--- src/rtl/store_merge.sv ---
// Sub-word store unit for a word-only data memory: byte/half stores become a
// read-modify-write, word stores go straight out, misaligned requests are rejected.
module store_merge (
   input  logic        clk,
   input  logic        reset,
   input  logic        st_valid,
   output logic        st_ready,
   input  logic [31:0] st_addr,
   input  logic [31:0] st_data,
   input  logic [1:0]  st_type,
   output logic [31:0] mem_addr,
   output logic        mem_rd_en,
   input  logic [31:0] mem_rdata,
   output logic        mem_wr_en,
   output logic [31:0] mem_wdata,
   output logic        done,
   output logic        misalign
);

   typedef enum logic [2:0] {IDLE, READ, MERGE, WRITE, ERR} state_t;

   state_t      state_q;
   logic [31:0] addr_q;
   logic [31:0] data_q;
   logic [31:0] word_q;
   logic [1:0]  type_q;

   logic        st_is_word;
   logic        st_misaligned;
   logic        q_is_word;
   logic [3:0]  lane_sel;
   logic [31:0] merged_word;

   assign st_is_word    = (st_type == 2'd0) || (st_type == 2'd3);
   assign st_misaligned = ((st_type == 2'd2) && st_addr[0]) ||
                          (st_is_word && (st_addr[1:0] != 2'b00));
   assign q_is_word     = (type_q == 2'd0) || (type_q == 2'd3);

   always_ff @(posedge clk) begin
      if (reset) begin
         state_q <= IDLE;
         addr_q  <= '0;
         data_q  <= '0;
         word_q  <= '0;
         type_q  <= '0;
      end else begin
         case (state_q)
            IDLE: begin
               if (st_valid) begin
                  addr_q <= st_addr;
                  data_q <= st_data;
                  type_q <= st_type;
                  if (st_misaligned)   state_q <= ERR;
                  else if (st_is_word) state_q <= WRITE;
                  else                 state_q <= READ;
               end
            end
            READ:  state_q <= MERGE;
            MERGE: begin
               word_q  <= mem_rdata;
               state_q <= WRITE;
            end
            WRITE:   state_q <= IDLE;
            ERR:     state_q <= IDLE;
            default: state_q <= IDLE;
         endcase
      end
   end

   // Each byte lane takes store data when selected; half stores feed odd lanes
   // from data_q[15:8], byte stores always feed from data_q[7:0].
   for (genvar gi = 0; gi < 4; gi++) begin : g_lane
      localparam logic [1:0] LANE = gi[1:0];
      localparam int         SRC  = (gi % 2) * 8;
      assign lane_sel[gi] = (type_q == 2'd1) ? (addr_q[1:0] == LANE)
                                             : (addr_q[1] == LANE[1]);
      assign merged_word[8*gi +: 8] = !lane_sel[gi]     ? word_q[8*gi +: 8] :
                                      (type_q == 2'd1)  ? data_q[7:0]       :
                                                          data_q[SRC +: 8];
   end

   assign st_ready  = (state_q == IDLE);
   assign mem_rd_en = (state_q == READ);
   assign mem_wr_en = (state_q == WRITE);
   assign done      = (state_q == WRITE);
   assign misalign  = (state_q == ERR);
   assign mem_addr  = {addr_q[31:2], 2'b00};
   assign mem_wdata = (state_q != WRITE) ? 32'h0 :
                      q_is_word          ? data_q : merged_word;

endmodule

--- config.mk ---
export PLATFORM = sky130hd
export DESIGN_NAME = store_merge
export DESIGN_NICKNAME = d
export VERILOG_FILES = /design/src/rtl/store_merge.sv
export SDC_FILE = /design/constraint.sdc
export NUM_CORES = 1
export LEC_CHECK = 0
export CAP_MARGIN = 40
export CORE_ASPECT_RATIO = 0.7
export CORE_MARGIN = 3
export CORE_UTILIZATION = 41
export DETAILED_ROUTE_END_ITERATION = 10
export PLACE_DENSITY = 0.89
export RECOVER_POWER = 25
export SLEW_MARGIN = 15
export SYNTH_ARGS = -nofsm -noshare
export SYNTH_HDL_FRONTEND = slang
export SYNTH_SLANG_ARGS = --single-unit
--- constraint.sdc ---
create_clock -name clk -period 2.02 [get_ports clk]
set_clock_uncertainty 0.1 [all_clocks]
set_input_delay 0.606 -clock clk [delete_from_list [all_inputs] [get_ports clk]]
set_output_delay 0.606 -clock clk [all_outputs]
set_load 0.005 [all_outputs]
Yosys cells after proc, flatten, opt, wreduce, memory -nomap -nowiden
Cells that the tools add are included.
{"block": "word_totals", "word_cells": 45, "register_bits": 101, "inputBits": 101}
{"block": "classes", "n_mux": 15, "n_eq_ne": 13, "bitwise": 1, "reduce_logical": 11}
{"operator": "32-bit 2-to-1 mux", "n": 2}
{"operator": "8-bit 2-to-1 mux", "n": 5}
{"operator": "2-bit equality test (second input constant)", "n": 5}
{"operator": "3-bit one-hot mux with 3 select lines", "n": 1}
{"operator": "3-bit by 2-bit equality test with 1-bit output (second input constant)", "n": 2}
{"operator": "2-bit zero test", "n": 3}
{"operator": "3-bit 2-to-1 mux", "n": 2}
{"operator": "2-bit by 1-bit equality test with 1-bit output (second input constant)", "n": 2}
{"operator": "1-bit 2-to-1 mux", "n": 4}
{"operator": "3-bit by 1-bit equality test with 1-bit output (second input constant)", "n": 1}
{"operator": "3-bit equality test (second input constant)", "n": 1}
{"operator": "3-bit zero test", "n": 1}
{"operator": "1-bit logical OR", "n": 3}
{"operator": "3-bit by 2-bit inequality test with 1-bit output (second input constant)", "n": 1}
{"operator": "1-bit logical AND", "n": 2}
{"operator": "2-bit 2-to-1 mux", "n": 1}
{"operator": "2-bit inequality test (second input constant)", "n": 1}
{"operator": "2-bit AND reduction", "n": 1}
{"operator": "2-bit nonzero test", "n": 1}
{"operator": "1-bit inverter", "n": 1}

Logic depth before layout (Yosys ltp)
{"block": "logic_depth", "word_depth": 7, "depth_mapped": 7, "depth_no_buf": 5}

Worst setup path before layout
No wires, ideal clock.
{"block": "synth_path", "path_type": "reg-to-output", "start": "register type_q[1]", "end": "output port mem_wdata[12]", "path_stages_with_launch": 8, "setup_slack_ns": -0.204, "t_arrival_ns": 1.518, "path_cell_list": "dfxtp_1 inv_1 ha_1 clkbuf_1 inv_1 clkbuf_1 o211ai_1 a31oi_1"}
{"block": "synth_via", "elab_chain_cells": 5}
{"element": "start, declared", "line_no": "26", "source": "logic [1:0] type_q;"}
{"element": "start signal, assigned", "line_no": "52", "source": "type_q <= st_type;"}
{"element": "2-bit by 1-bit equality test with 1-bit output", "line_no": "75, 78"}
{"element": "8-bit 2-to-1 mux or 1-bit 2-to-1 mux (tied branches)", "line_no": "78, 75"}
{"element": "8-bit 2-to-1 mux", "line_no": "77", "source": "assign merged_word[8*gi +: 8] = !lane_sel[gi] ? word_q[8*gi +: 8] :"}
{"element": "32-bit 2-to-1 mux *", "line_no": "89", "source": "q_is_word ? data_q : merged_word;"}
{"element": "32-bit 2-to-1 mux *", "line_no": "88", "source": "assign mem_wdata = (state_q != WRITE) ? 32'h0 :"}
{"element": "end, declared", "line_no": "15", "source": "output logic [31:0] mem_wdata,"}
Every way passes the cells marked *; elsewhere a longest branch is shown, timed or not.

Final worst setup path
{"block": "layout_path", "start": "register type_q[1]", "end": "output port mem_wdata[25]"}
Same word-level chain as after synthesis.

==> qor.yml <==
outcome:
  status: "finished, violations left"
  violations: "setup timing"
route:
  first_pass_iters: 5
  routed_wl_um: 18800
  avgRoutedWirePerCell_um: 19.7
  via_per_inst: 5.65
  drtIter0Drc: 651
  detail-route-antenna-nets: 0
  vias: 5392
  drc: 0
logic_synthesis:
  postSynthAreaPerCell_um2: 7.49
  syn_area_um2: 4720
  synth_edf_count: 0
  synth.area.top_cells: "dfxtp_1 (43%), nand2_1 (17%), a21oi_1 (11%)"
  ys_types: 30
  ys_seq_elements: 101
  syn_inst: 631
  seq_area_frac_synth: 0.428
  async_flop_share: 0
  yosys.area.top_type_share: 0.428
  synth_ff_type: "dfxtp_1"
  synth_top_area_cell: "dfxtp_1"
  synth_warnings: 0
power_and_ir_drop:
  total_power_w: 0.00551
  leakage_nw: 2.70
  vdd_ir_drop_max_v: 0.000441
  power.density_nw_per_um2: 749
worst_setup_path:
  end_kind: "primary output"
  required_ns: 1.31
  cp.arrival_ns: 2.17
  slowest_stage: "or4_1"
  critPathMaxFanout: 6
  start_kind: "register"
  worstPathCellList: "inv_2 > ha_4 > buf_6 > mux2i_2 > or4_1 > a31oi_1 > buf_2"
  crit_type: "register to primary output"
  max_stage_delay_ns: 0.51
  path_buf_inv: 3
  critPathTopFamily: "simple AND/OR/NAND/NOR gates"
die:
  die_area_um2: 12900
  die_h_um: 95.8
  die_w_um: 134
  core_um2: 11100
  row_count: 32
  pin_count: 170
  initial_core_util: 0.424
cells_and_area:
  area_growth_pct: 55.6
  fin_nets: 900
  layout-drive-gt1-share: 0.231
  fillers: 875
  diodes: 0
clock_network:
  cts_made_buffers: 9
  cts_max_level: 3
  ctsHoldBuffers: 0
  insertion_delay_ns: 0.35
  ctsLongestPathBuffers: 2
  clock-root-buffer: "clkbuf_16"
  path_clk_slew_ns: 0.06
  cts_tree: "built"
  cts_sinks: 101
timing:
  finalHoldViolations: 0
  drv_slew: 0
  fmax_mhz: 348
  slew-limit-headroom: 0.506
  grt_setup_unrepaired: "yes"
  tightest_slew_ns: 0.740
  min_period_ns: 2.88
  setup_violations: 41
  worst_slack_ns: -0.857
  post-route-period-util: 1.42
grt:
  grtUsageTotal: 0.271
  antenna_found_initial: 0
  grt_max_degree: 49
  grt_pass1_vias: 5061
  grt_pass1_wl_um: 27300
  gr-total-overflow: 0
placement:
  port_buffers: 167
  place_worst_setup_slack_ns: -0.692
  place_congestion: 0.946
  place_hpwl_um: 11000
worst_hold_path:
  hold_class: "register to register"
run:
  cap_violations: 0
## sequential cells by signal, indices dropped and copies added (netlist names)
signal,cells
addr_q,32
data_q,32
word_q,32
state_q,3
type_q,2
## layer usage
metal  GRT usage  share of wire  routed length [um]  vias to the layer above
met5           0              0                   0                        -
met4      0.0898          0.050                 941                        0
met3      0.0873           0.11                2100                      102
met2       0.415           0.43                8130                      416
met1       0.364           0.41                7630                     2445
li1            -              -                   -                     2429
## power breakdown
group	internal [W]	switching [W]	leakage, nW
logic	0.000731	0.000779	1.72
registers	0.00216	0.000112	0.828
clock network	0.000986	0.000743	0.149
total	0.00387	0.00163	2.70
## cell families after synthesis
| family | count (synthesis) | share of synthesized area |
|---|---|---|
| compound gates | 162 | 0.192 |
| fa+ha+maj | 2 | 0.00530 |
| buf+inv | 93 | 0.113 |
| flops | 101 | 0.428 |
| mux | 16 | 0.0339 |
| other cells | 1 | 0.000794 |
| simple gates | 256 | 0.227 |
## worst min-delay path: stages, from the launching register on
cell	delay, ns
dfxtp_1	0.31
nand2_1	0.05
a21oi_1	0.05
## placed cells by master, fill, tap and decap left out, types with 7 or more instances in the layout
cell and n:
a211oi_2 7, a21oi_1 106, a31oi_4 9, buf_2 29, buf_4 48, buf_6 16, clkbuf_16 10, clkdlybuf4s50_1 129
dfxtp_1 97, mux2i_1 9, nand2_1 211, nand3_1 8, nor2_1 9, o211ai_1 16, or4_4 13
## per-stage QoR
stage	instances	cell area [um2]	util	hold slack [ns]	setup TNS [ns]
floorplan	632	4810	-	0.336	-1.07
global placement	912	6560	0.590	0.341	-39.94
detailed placement	912	6560	0.590	0.346	-41.76
CTS	949	7140	0.641	0.355	-19.06
global route	955	7350	0.660	0.372	-24.54
finish	955	7350	0.660	0.353	-23.05
## cell type report
type	count	area, um2	area share
clock buffer	11	243	0.0330
clock inverter	5	50.0	0.00681
inverter	5	26.3	0.00357
multi-input combinational	440	2530	0.345
sequential	101	2030	0.276
tap	153	191	0.0260
timing repair buffer	240	2280	0.310
## final timing paths
path | from | endpoint | slack, ns | depth (start not counted)
min | addr_q[17]$_SDFFE_PP0P_ | addr_q[17]$_SDFFE_PP0P_ | 0.35 | 2
max reg2reg | state_q[1]$_SDFFE_PP0P_ | word_q[12]$_SDFFE_PP0N_ | -0.01 | 4
max | type_q[1]$_SDFFE_PP0P_ | mem_wdata[25] | -0.86 | 7
min reg2reg | addr_q[17]$_SDFFE_PP0P_ | addr_q[17]$_SDFFE_PP0P_ | 0.35 | 2
## synthesized netlist by cell type, drive strengths merged, types with 2 or more instances
| cell type | count |
|---|---|
| a31oi | 17 |
| nor2 | 9 |
| nor3b | 3 |
| nand3 | 8 |
| inv | 5 |
| o21ai | 9 |
| ha | 2 |
| mux2i | 16 |
| a211oi | 9 |
| o211ai | 16 |
| a21oi | 107 |
| or4 | 16 |
| dfxtp | 101 |
| clkbuf | 33 |
| buf | 55 |
| nand2 | 213 |
## what timing repair did
item	4_1_cts	5_1_grt
gates resized for setup	196	35
buffers inserted	17	6
pin swaps	34	25
cloned	4	2
setup endpoints to repair	38	45
No activity file was read; power rests on OpenSTA's default activity.
